<file path="src/rtl/acs_bank.sv">
// ---------------------------------------------------------------------------
// acs_bank -- Viterbi add-compare-select bank with path-metric normalisation.
//
// One trellis step is taken on every cycle with in_valid=1 and start=0. For
// each state s, the two candidate metrics from predecessors p0=(2s) mod NSTATE
// and p1=p0+1 are added to their branch metrics, saturated, and the smaller
// one survives (ties keep p0). When every valid new metric has its MSB set,
// all valid metrics are shifted down by 2^(PMW-1) so they never overflow.
//
// Ports
//   clk          rising-edge clock
//   rst          synchronous active-high reset (highest priority)
//   start        re-initialise trellis: pm=0, only state 0 valid, step_cnt=0
//   in_valid     branch metrics present this cycle
//   bm0 / bm1    per-state branch metrics from p0 / p1, slice [s*BMW +: BMW]
//   out_valid    one-cycle pulse after an accepted step
//   decision     per-state survivor select (0 = p0, 1 = p1)
//   state_valid  per-state metric validity
//   best_state   lowest index among valid states with minimum metric
//   best_metric  metric of best_state
//   norm_event   normalisation applied on this out_valid
//   step_cnt     accepted steps since init, saturating
// ---------------------------------------------------------------------------
module acs_bank #(
    parameter int NSTATE = 4,
    parameter int BMW    = 2,
    parameter int PMW    = 8,
    parameter int CW     = 16
) (
    input  logic                       clk,
    input  logic                       rst,
    input  logic                       start,
    input  logic                       in_valid,
    input  logic [NSTATE*BMW-1:0]      bm0,
    input  logic [NSTATE*BMW-1:0]      bm1,
    output logic                       out_valid,
    output logic [NSTATE-1:0]          decision,
    output logic [NSTATE-1:0]          state_valid,
    output logic [$clog2(NSTATE)-1:0]  best_state,
    output logic [PMW-1:0]             best_metric,
    output logic                       norm_event,
    output logic [CW-1:0]              step_cnt
);

    localparam int             SW   = $clog2(NSTATE);
    localparam logic [PMW-1:0] HALF = PMW'(1) << (PMW - 1);

    logic [PMW-1:0]    pm [NSTATE];
    logic [NSTATE-1:0] pv;

    logic [PMW-1:0]    nxt_pm [NSTATE];
    logic [NSTATE-1:0] nxt_pv;
    logic [NSTATE-1:0] nxt_dec;
    logic              nxt_norm;
    logic [SW-1:0]     nxt_best;
    logic [PMW-1:0]    nxt_best_m;

    always_comb begin
        logic [SW-1:0]  p0;
        logic [SW-1:0]  p1;
        logic [PMW:0]   sum0;
        logic [PMW:0]   sum1;
        logic [PMW-1:0] c0;
        logic [PMW-1:0] c1;
        logic           all_msb;
        logic           found;

        // NOTE: every variable gets a default before any conditional write,
        // so no path leaves a value held and no latch is inferred.
        p0         = '0;
        p1         = '0;
        sum0       = '0;
        sum1       = '0;
        c0         = '0;
        c1         = '0;
        all_msb    = 1'b1;
        found      = 1'b0;
        nxt_pv     = '0;
        nxt_dec    = '0;
        nxt_norm   = 1'b0;
        nxt_best   = '0;
        nxt_best_m = '0;
        for (int s = 0; s < NSTATE; s++) nxt_pm[s] = '0;

        // Add-compare-select per state.
        for (int s = 0; s < NSTATE; s++) begin
            // NSTATE is a power of two, so the mod is plain truncation.
            p0   = SW'(s << 1);
            p1   = p0 | SW'(1);
            sum0 = {1'b0, pm[p0]} + (PMW+1)'(bm0[s*BMW +: BMW]);
            sum1 = {1'b0, pm[p1]} + (PMW+1)'(bm1[s*BMW +: BMW]);
            c0   = sum0[PMW] ? '1 : sum0[PMW-1:0];
            c1   = sum1[PMW] ? '1 : sum1[PMW-1:0];
            nxt_pv[s] = pv[p0] | pv[p1];
            if (pv[p0] && pv[p1]) begin
                nxt_dec[s] = (c0 > c1);
                nxt_pm[s]  = (c0 > c1) ? c1 : c0;
            end else if (pv[p1]) begin
                nxt_dec[s] = 1'b1;
                nxt_pm[s]  = c1;
            end else if (pv[p0]) begin
                nxt_pm[s]  = c0;
            end
        end

        // Normalise only when all valid metrics sit in the upper half.
        for (int s = 0; s < NSTATE; s++)
            if (nxt_pv[s] && !nxt_pm[s][PMW-1]) all_msb = 1'b0;
        nxt_norm = (|nxt_pv) && all_msb;
        if (nxt_norm)
            for (int s = 0; s < NSTATE; s++)
                if (nxt_pv[s]) nxt_pm[s] = nxt_pm[s] - HALF;

        // Strict less-than keeps the lowest index on equal metrics.
        for (int s = 0; s < NSTATE; s++) begin
            if (nxt_pv[s] && (!found || nxt_pm[s] < nxt_best_m)) begin
                found      = 1'b1;
                nxt_best   = SW'(s);
                nxt_best_m = nxt_pm[s];
            end
        end
    end

    // NOTE: sequential state uses non-blocking assignments so every register
    // samples pre-edge values regardless of statement order.
    always_ff @(posedge clk) begin
        if (rst) begin
            for (int s = 0; s < NSTATE; s++) pm[s] <= '0;
            pv          <= NSTATE'(1);
            step_cnt    <= '0;
            out_valid   <= 1'b0;
            decision    <= '0;
            state_valid <= '0;
            best_state  <= '0;
            best_metric <= '0;
            norm_event  <= 1'b0;
        end else if (start) begin
            // Concurrent in_valid is dropped; reported outputs are held.
            for (int s = 0; s < NSTATE; s++) pm[s] <= '0;
            pv         <= NSTATE'(1);
            step_cnt   <= '0;
            out_valid  <= 1'b0;
            norm_event <= 1'b0;
        end else if (in_valid) begin
            for (int s = 0; s < NSTATE; s++) pm[s] <= nxt_pm[s];
            pv          <= nxt_pv;
            decision    <= nxt_dec;
            state_valid <= nxt_pv;
            best_state  <= nxt_best;
            best_metric <= nxt_best_m;
            norm_event  <= nxt_norm;
            out_valid   <= 1'b1;
            if (step_cnt != {CW{1'b1}}) step_cnt <= step_cnt + CW'(1);
        end else begin
            out_valid  <= 1'b0;
            norm_event <= 1'b0;
        end
    end

endmodule

</file>
<file path="config.mk">
export PLATFORM = sky130hd
export DESIGN_NAME = acs_bank
export DESIGN_NICKNAME = d
export VERILOG_FILES = /design/src/rtl/acs_bank.sv
export SDC_FILE = /design/constraint.sdc
export NUM_CORES = 1
export LEC_CHECK = 0
export ABC_AREA = 1
export CORE_MARGIN = 2
export CORE_UTILIZATION = 25
export CTS_CLUSTER_DIAMETER = 40
export DETAILED_ROUTE_END_ITERATION = 8
export HOLD_SLACK_MARGIN = 0.1
export PLACE_DENSITY = 0.49
export RECOVER_POWER = 50
export SYNTH_ARGS = -nofsm -noshare
export SYNTH_HDL_FRONTEND = slang
export SYNTH_SLANG_ARGS = --single-unit
</file>
<file path="constraint.sdc">
create_clock -name clk -period 9.2 [get_ports clk]
set_input_delay 1.38 -clock clk [delete_from_list [all_inputs] [get_ports clk]]
set_output_delay 1.38 -clock clk [all_outputs]
set_load 0.05 [all_outputs]
</file>
==> results.json <==
{
  "firstDrtPassIters": 5,
  "clock_path_buffers": 2,
  "start_util_pct": 25.25,
  "cts_tree": "yes",
  "place.detailed.hpwl_um": 15970,
  "synth_area_um2": 6524,
  "diodes": 0,
  "p_leak_uw": 0.003739,
  "gp_routability_congestion": 0.8497,
  "clk_latency_ps": 340,
  "gr-total-overflow": 0,
  "yosysSeqAreaShare_pct": 24.86,
  "clock.fmax_mhz": 114.8,
  "pwr_density_cell_nw_per_um2": 123.9,
  "critPathLaunchType": "primary input",
  "post_dp_cell_area_um2": 7797,
  "ant_nets": 0,
  "synth_cells": 993,
  "ios": 56,
  "drv_cap": 0,
  "synth_edf_count": 24,
  "setup-tns-final_ps": 0,
  "io_buffers": 55,
  "clock-sinks": 69,
  "die_w_um": 165.5,
  "worstHoldPathCells": 2,
  "max_stage_delay_ps": 490,
  "worst_r2r_path_depth": 51,
  "r2r-start": "pm[3][0]$_SDFFCE_PN0P_",
  "grt_pass1_wl_um": 31190,
  "hold_viol_final": 0,
  "antenna_found_initial": 0,
  "holdPathEnd": "best_metric[0]$_SDFFE_PP0P_",
  "finalSetupViolCount": 0,
  "cts_root_buffer": "clkbuf_16",
  "dieHeight_um": 165.5,
  "wirelength_um": 19830,
  "slew_headroom_pct": 41.36,
  "path_class": "primary input to flip-flop",
  "period_share_pct": 94.72,
  "finClkSkew_ps": 7.286,
  "cp_common_cell": "nand2_1",
  "areaGrowthSynthToFinish_pct": 25.87,
  "nets": 1197,
  "grt_usage_pct": 14.55,
  "r2r-end": "best_metric[1]$_SDFFE_PP0P_",
  "grt_pass1_vias": 5909,
  "design_area_um2": 8212,
  "min_period_ps": 8714,
  "r2r_setup_slack_ps": 1620,
  "run_status": "finished, final reports clean",
  "htreeDepth": 3,
  "placed_cells": 1415,
  "core-area_um2": 25840,
  "hp-class": "flip-flop to flip-flop",
  "cp_max_fo": 10,
  "synth.avg_cell_area_um2": 6.570,
  "stdcell_count": 1436,
  "slowest_stage": "clkdlybuf4s50_1",
  "ys_types": 47,
  "cp-end-kind": "flip-flop",
  "dr_wl_met3_um": 811,
  "drv_slew": 0,
  "wl_met1_um": 10590,
  "grt_max_degree": 31,
  "wire_per_inst_um": 13.81,
  "vias_per_cell": 4.505,
  "hold_path_startpoint": "best_metric[0]$_SDFFE_PP0P_",
  "synth.net_count": 1094,
  "drive_gt1_share_pct": 11.72,
  "cp.arrival_ps": 8950,
  "rows": 59,
  "clk_pin_slew_worst_paths_ps": 60,
  "synth_warnings": 0,
  "synth-main-ff-cell": "dfxtp_1",
  "required_ps": 9430,
  "n_fill_cell": 2861,
  "yosys_register_bits": 69,
  "die_area_um2": 27400,
  "drt_iter0_drc": 472,
  "ir_drop_v": 0.00007858,
  "drc_errors": 0,
  "cts-buffers-inserted": 9,
  "wl_met2_um": 8345,
  "routed.top_layer": "met4",
  "tightest_slew_ps": 870.4,
  "vias": 6469,
  "synth-async-reset-ratio_pct": 0
}
metal layers:
layer,GRT usage (%),vias to the layer above
li1,-,3452
met1,21.98,2899
met2,21.97,113
met3,2.348,5
met4,2.155,0
met5,0,-
timing repair:
item / CTS / global route
endpoints found under the setup margin: 0 / 10
resized for setup: 0 / 39
hold buffers: 0 / 0
endpoints found under the hold margin: 0 / 0
buffers inserted: 0 / 4
cells in the mapped netlist (all sizes together) (6+ instances only):
| library cell | instances | area [um^2] |
|---|---|---|
| a21oi | 77 | 385.4 |
| buf | 8 | 53.80 |
| clkbuf | 12 | 45.04 |
| dfxtp | 45 | 900.9 |
| edfxtp | 24 | 720.7 |
| fa | 8 | 160.2 |
| ha | 73 | 913.4 |
| inv | 172 | 645.6 |
| nand2 | 236 | 943.4 |
| nand3 | 47 | 250.2 |
| nor2 | 118 | 462.9 |
| nor3 | 13 | 75.07 |
| o211ai | 13 | 97.59 |
| o21ai | 86 | 430.4 |
| o22ai | 6 | 37.54 |
| or2 | 7 | 43.79 |
| xor2 | 6 | 52.55 |
worst max path at each step:
stage | from | end | slack (ps) | cells after the start
2_1_floorplan | bm0[2] | best_metric[5]$_SDFFE_PP0P_ | 130 | 51
3_3_place_gp | bm0[2] | best_metric[2]$_SDFFE_PP0P_ | -40 | 53
3_5_place_dp | bm0[2] | best_metric[2]$_SDFFE_PP0P_ | -220 | 53
4_1_cts | bm0[2] | best_metric[1]$_SDFFE_PP0P_ | 50 | 53
5_1_grt | bm0[2] | best_metric[1]$_SDFFE_PP0P_ | -20 | 52
6_report | bm0[2] | best_metric[1]$_SDFFE_PP0P_ | 490 | 53
sequential cells by signal, indices dropped and copies added (netlist names):
| register | cells |
|---|---|
| pm | 32 |
| norm_event | 1 |
| decision | 4 |
| best_metric | 8 |
| state_valid | 2 |
| out_valid | 1 |
| pv | 3 |
| step_cnt | 16 |
| best_state | 2 |
kinds of logic (layout without fill, tap and decap cells):
group / count (synthesis) / after routing / share of synthesized area (%)
and+or+nand+nor: 436 / 436 / 28.77
AOI/OAI and AO/OA: 204 / 204 / 17.15
buffers and inverters: 194 / 302 / 11.53
adders and majority gates: 81 / 81 / 16.46
DFF: 69 / 69 / 24.86
xor gates and xnor gates: 7 / 7 / 0.9398
muxes: 2 / 2 / 0.3069
placed cells by master (no fill, tap or decap), drive strengths merged, types with 2 or more instances in the layout:
cell type and count:
or2 7, nor2 118, o22ai 6, ha 73, clkdlybuf4s50 22, a22oi 2, o31ai 2, nand2 236
o21ai 86, clkinv 6, nor3b 3, o211ai 13, nand3 47, o21a 5, mux2i 2, fa 8
nor4 3, inv 173, dlygate4sd3 33, edfxtp 24, xor2 6, a31oi 4, nor3 13, buf 56
dfxtp 45, clkbuf 11, a211oi 2, a221oi 3, nand4 5, a21oi 77
per-stage QoR:
stage	hold WS, ps	worst slack (ps)	power, uW	utilization (%)
after floorplan	458.4	125.9	550.1	-
after global placement	440.0	-35.47	680.1	30.18
after detailed placement	439.0	-222.9	678.2	30.18
after CTS	458.7	54.30	1015	31.25
after global routing	473.3	-17.46	1083	31.78
final	451.3	486.2	1018	31.78
layout make-up:
class / instances / area (um^2) / share of cell area [%]
Timing Repair Buffer: 112 / 984.7 / 11.99
Multi-Input combinational cell: 730 / 4257 / 51.84
Clock buffer: 10 / 239.0 / 2.910
Clock inverter: 6 / 37.54 / 0.4571
Sequential cell: 69 / 1622 / 19.75
Tap cell: 335 / 419.2 / 5.104
Inverter: 174 / 653.1 / 7.954
where the power goes:
group / internal (uW) / switching (uW)
Clock: 189 / 142
Sequential: 326 / 10.5
Combinational: 143 / 207
worst max-delay path, delay by kind of cell:
family | cells | cell delay, ps
muxes | 1 | 230
and+or+nand+nor | 26 | 2560
buffers and inverters | 8 | 1300
AOI/OAI and AO/OA | 11 | 1560
adders and majority gates | 7 | 1880
Note: power is estimated with default switching activity, not from simulation.
==> RTL edit 1, RTL diff (same settings) <==
`BMW`: 2 -> 1.
--- a/src/rtl/acs_bank.sv
+++ b/src/rtl/acs_bank.sv
@@ -24,5 +24,5 @@
 module acs_bank #(
     parameter int NSTATE = 4,
-    parameter int BMW    = 2,
+    parameter int BMW    = 1,
     parameter int PMW    = 8,
     parameter int CW     = 16
Interface: changed (resized bm0 and bm1); port bits go from 56 to 48. No check against the original RTL was run, so the function may have changed too.
==> RTL edit 1 against the unedited design <==
  * Total power increased by 2.3%
  * First-iteration DRC count decreased by 13%
  * Fmax increased by 0.22%
  * Cell count decreased by 0.97%
  * Area after synthesis decreased by 3.4%
  * Die area decreased by 3.3%
  * Clock skew increased by 0.0038 ns
  * Worst setup slack improved by 0.019 ns
  * Sequential cell count unchanged
  * Routed wire length increased by 2.8%
  * Design area increased by 0.50%
  * Via count increased by 1.2%
==> RTL edit 1: results (changes against the unedited design) <==
[run_status]
run_status=completed

[grt]
grt_first_pass_wirelength_mm=32.1  ; +3.0%
grtUsageMet2_pct=24.5  ; +2.5 points
met3_usage_pct=1.81  ; -0.54 points
grt_max_degree=30  ; -3.2%
first_global_vias=6085  ; +3.0%
track_usage_pct=15.4  ; +0.87 points

[sta]
clock_skew_ns=0.0111  ; +0.00382 ns
worstMarginPinSlew_ns=1.00  ; +0.133 ns

[placed_design]
dpl_cell_area_sq_um=7640  ; -2.0%
dp_hpwl_mm=16.4  ; +2.6%
place_congestion=0.901  ; +6.0%
port_buffers=47  ; -15%

[power_and_ir_drop]
p_leak_nw=3.91  ; +4.5%
peakVddDrop_uv=95.0  ; +21%

[critical_path]
path_max_fanout=8  ; -2
arrival_ns=8.97  ; +0.02 ns
r2r_slack_ns=1.56  ; -0.06 ns

[layout]
finish.net_count=1172  ; -2.1%
drive_gt1_share_pct=16.6  ; +4.9 points

[yosys]
ys_seq_area_share_pct=25.7  ; +0.87 points
yosys-top-cells-area=ha_1 14%, dfxtp_1 14%, nand2_1 12%
synth_commonest_cells=209 x nand2_1, 137 x inv_1, 124 x nor2_1
synth.net_count=1051  ; -3.9%

[route]
vias_per_cell=4.60  ; +2.2%
wl_per_cell_um=14.3  ; +3.9%
drt_iter0_drc=410  ; -13%

RTL edit 1: layer usage:
| layer | vias up | share of wire [%] |
|---|---|---|
| li1 | 3465 | - |
| met4 | 0 | 1.1 |
| met2 | 126 | 44 |
| met3 | 12 | 3.8 |
| met5 | - | 0 |
| met1 | 2942 | 51 |
RTL edit 1: final timing paths:
check,from,to,depth (start not counted)
min,best_metric[5],best_metric[5],2
max,bm1[0],best_state[0],53
min reg2reg,best_metric[5],best_metric[5],2
max reg2reg,pm[2][0],best_state[0],54
RTL edit 1: stage by stage:
stage          worst slack (ns)  setup TNS [ns]  hold WS (ns)  std cells
3_3_place_gp             -0.184           -1.33         0.443       1395
3_5_place_dp             -0.333           -2.83         0.440       1395
2_1_floorplan            0.0995               0         0.458        966
5_1_grt                  -0.127          -0.973         0.476       1422
4_1_cts                 0.00366               0         0.458       1411
6_report                  0.506               0         0.450       1422
RTL edit 1: what timing repair did:
item	4_1_cts	5_1_grt
endpoints found under the setup margin	9	10
setup buffers	0	9
pin swaps	0	23
gates resized for setup	1	70
gates cloned	0	2
RTL edit 1: final cells by class:
cell class	count	area, sq um
fillers	2743	16700
multi-input cells	738	4300
flip-flops and latches	69	1620
repair buffers	129	1080
inverters	140	528
well taps	330	413
clock buffers	10	250
clock inverters	6	57.6
RTL edit 1: logic make-up (layout without fill, tap and decap cells):
family	Yosys count	in the layout	share of synthesized area, %
compound gates	202	202	17.7
xor+xnor	9	9	1.25
fa+ha+maj	73	73	14.5
buf+inv	160	285	9.83
flops	69	69	25.7
mux	1	1	0.159
simple gates	452	453	30.8
RTL edit 1: power breakdown:
group / switching (W) / total (W) / internal (W)
clock: 0.000138 / 0.000364 / 0.000225
sequential: 0.0000111 / 0.000337 / 0.000326
combinational: 0.000196 / 0.000340 / 0.000144
total: 0.000346 / 0.00104 / 0.000695
==> RTL edit 2, RTL diff (config.mk and constraints unchanged) <==
Made on the original files. Add an input register stage for `start`, `in_valid`, `bm0` and `bm1`; this delays them by one clock. Comments in the files are not updated.
--- a/src/rtl/acs_bank.sv
+++ b/src/rtl/acs_bank.sv
@@ -46,4 +46,16 @@
     localparam logic [PMW-1:0] HALF = PMW'(1) << (PMW - 1);
 
+    logic start_q;
+    logic in_valid_q;
+    logic [NSTATE*BMW-1:0] bm0_q;
+    logic [NSTATE*BMW-1:0] bm1_q;
+
+    always_ff @(posedge clk) begin
+        start_q    <= start;
+        in_valid_q <= in_valid;
+        bm0_q      <= bm0;
+        bm1_q      <= bm1;
+    end
+
     logic [PMW-1:0]    pm [NSTATE];
     logic [NSTATE-1:0] pv;
@@ -88,6 +100,6 @@
             p0   = SW'(s << 1);
             p1   = p0 | SW'(1);
-            sum0 = {1'b0, pm[p0]} + (PMW+1)'(bm0[s*BMW +: BMW]);
-            sum1 = {1'b0, pm[p1]} + (PMW+1)'(bm1[s*BMW +: BMW]);
+            sum0 = {1'b0, pm[p0]} + (PMW+1)'(bm0_q[s*BMW +: BMW]);
+            sum1 = {1'b0, pm[p1]} + (PMW+1)'(bm1_q[s*BMW +: BMW]);
             c0   = sum0[PMW] ? '1 : sum0[PMW-1:0];
             c1   = sum1[PMW] ? '1 : sum1[PMW-1:0];
@@ -135,5 +147,5 @@
             best_metric <= '0;
             norm_event  <= 1'b0;
-        end else if (start) begin
+        end else if (start_q) begin
             // Concurrent in_valid is dropped; reported outputs are held.
             for (int s = 0; s < NSTATE; s++) pm[s] <= '0;
@@ -142,5 +154,5 @@
             out_valid  <= 1'b0;
             norm_event <= 1'b0;
-        end else if (in_valid) begin
+        end else if (in_valid_q) begin
             for (int s = 0; s < NSTATE; s++) pm[s] <= nxt_pm[s];
             pv          <= nxt_pv;
Formal check against the unedited RTL: not equivalent (Yosys sat finds a counterexample within 4 cycles, from zero or initial values and one cycle with rst high).
==> RTL edit 2 against the unedited design <==
  * Sequential cell count is 18 higher
  * Area after synthesis rose by 5.0%
  * Design area shrank 0.53%
  * Synthesized cell count is 1.5% higher
  * Worst setup slack improved by 0.38 ns
  * Total power rose by 7.1%
  * Register-to-register slack got worse by 0.76 ns
  * Critical path depth unchanged
  * Routed wire length rose by 5.8%
  * Critical endpoint is now best_metric[5]
  * Largest power group is now registers
==> RTL edit 2: results (changes against the unedited design) <==
[critical_path]
arrival_ns=8.59  ; -0.36 ns
slowest_delay_ns=0.41  ; -0.08 ns
path_max_fanout=16  ; +6
slowest_stage=fa_1

[grt]
track_usage_pct=14.8  ; +0.28 points
antenna_found_initial=0  ; unchanged
grt_max_degree=29  ; -6.5%
grt_first_pass_wirelength_mm=33.0  ; +5.9%
first_global_vias=6207  ; +5.0%

[layout]
drive_gt1_share_pct=6.23  ; -5.5 points
finish.net_count=1171  ; -2.2%
reg.largest.list=pm (32), step_cnt (16)

[yosys]
synth_commonest_cells=224 x nand2_1, 172 x inv_1, 102 x nor2_1
ys_seq_area_share_pct=28.9  ; +4.1 points
synth.net_count=1109  ; +1.4%
ys_types=48  ; +2.1%
yosys-top-cells-area=dfxtp_1 18%, ha_1 13%, nand2_1 12%

[route]
drt_iter0_drc=542  ; +15%
drtPass1Iterations=7  ; +2
drc=0  ; unchanged
wl_per_cell_um=14.8  ; +7.3%
route.vias.total=6549  ; +1.2%

[power_and_ir_drop]
peakVddDrop_uv=84.4  ; +7.4%
p_leak_nw=3.67  ; -1.9%
p_int_w=0.000701  ; +6.5%

[placed_design]
place_congestion=0.891  ; +4.9%
dpl_cell_area_sq_um=7800  ; about the same
dp_hpwl_mm=16.6  ; +3.7%

[clock_tree]
insertion_delay_ns=0.37  ; +0.03 ns
clkTransAtPathRegs_ns=0.09  ; +0.03 ns
ctsLongestPathBuffers=2  ; unchanged

[sta]
worstMarginPinSlew_ns=0.847  ; -0.0233 ns
clock_skew_ns=0.0182  ; +0.0109 ns

[run_status]
run_status=completed

-- RTL edit 2: changes by cell type after synthesis, moves of 3 or more --
cell and change:
nand2_2 -5, a221oi_1 -3, a31oi_1 +3, nand2_1 +5, o221ai_1 +3, xor2_1 -3
o21ai_1 +4, o211ai_1 -8, nor2_1 -12, dfxtp_1 +18, nor3b_1 -3, a21oi_1 +4
inv_2 +3
-- RTL edit 2: area by class of cell --
type                       count  area (sq um)
clock inverter                 7          66.3
clock buffer                   9           225
timing repair buffer          67           637
multi-input combinational    726          4160
fill                        2911         18800
tap                          341           427
inverter                     179           676
sequential                    87          1980
-- RTL edit 2: kinds of logic after synthesis --
logic type	synth area share, %
simple gates	26.9
flops	28.9
compound gates	16.8
mux	0.146
buf+inv	10.9
fa+ha+maj	15.7
xor+xnor	0.640
-- RTL edit 2: final timing paths --
check,end,slack [ns],from,depth (start not counted)
min reg2reg,decision[3],0.45,decision[3],2
max,best_metric[5],0.86,pm[2][0],53
max reg2reg,best_metric[5],0.86,pm[2][0],53
min,decision[3],0.45,decision[3],2
-- RTL edit 2: power groups by stage --
stage	logic (W)	registers (W)	clock network (W)
floorplan	0.000180	0.000441	0
global placement	0.000271	0.000429	0
detailed placement	0.000271	0.000429	0
CTS	0.000274	0.000420	0.000398
global route	0.000323	0.000422	0.000410
finish	0.000286	0.000420	0.000384
-- RTL edit 2: what timing repair did --
| item | in CTS | in global routing |
|---|---|---|
| resized for setup | 0 | 14 |
| buffers inserted | 0 | 5 |
| setup endpoints to repair | 0 | 10 |
| hold buffers | 0 | 0 |
-- RTL edit 2: tightest hold or removal path: stages, from the launching register on --
cell and delay (ns):
dfxtp_1 0.31, nand2_1 0.06, nand2_1 0.04
-- RTL edit 2: per-layer routing --
layer / vias to the layer above / global-route usage (%) / part of all wire (%)
met2: 144 / 23.7 / 44
li1: 3416 / - / -
met5: - / 0 / 0
met4: 0 / 3.75 / 1.3
met1: 2971 / 20.8 / 49
met3: 18 / 2.33 / 5.0
-- RTL edit 2: per-stage QoR --
stage | TNS [ns] | power [W] | hold slack, ns | setup WS [ns] | instances
6_report | 0 | 0.00109 | 0.446 | 0.862 | 1416
2_1_floorplan | 0 | 0.000621 | 0.459 | 0.977 | 1008
3_3_place_gp | 0 | 0.000700 | 0.439 | 0.382 | 1394
5_1_grt | -0.162 | 0.00116 | 0.462 | -0.0443 | 1416
4_1_cts | 0 | 0.00109 | 0.454 | 0.0429 | 1410
3_5_place_dp | 0 | 0.000700 | 0.440 | 0.0903 | 1394
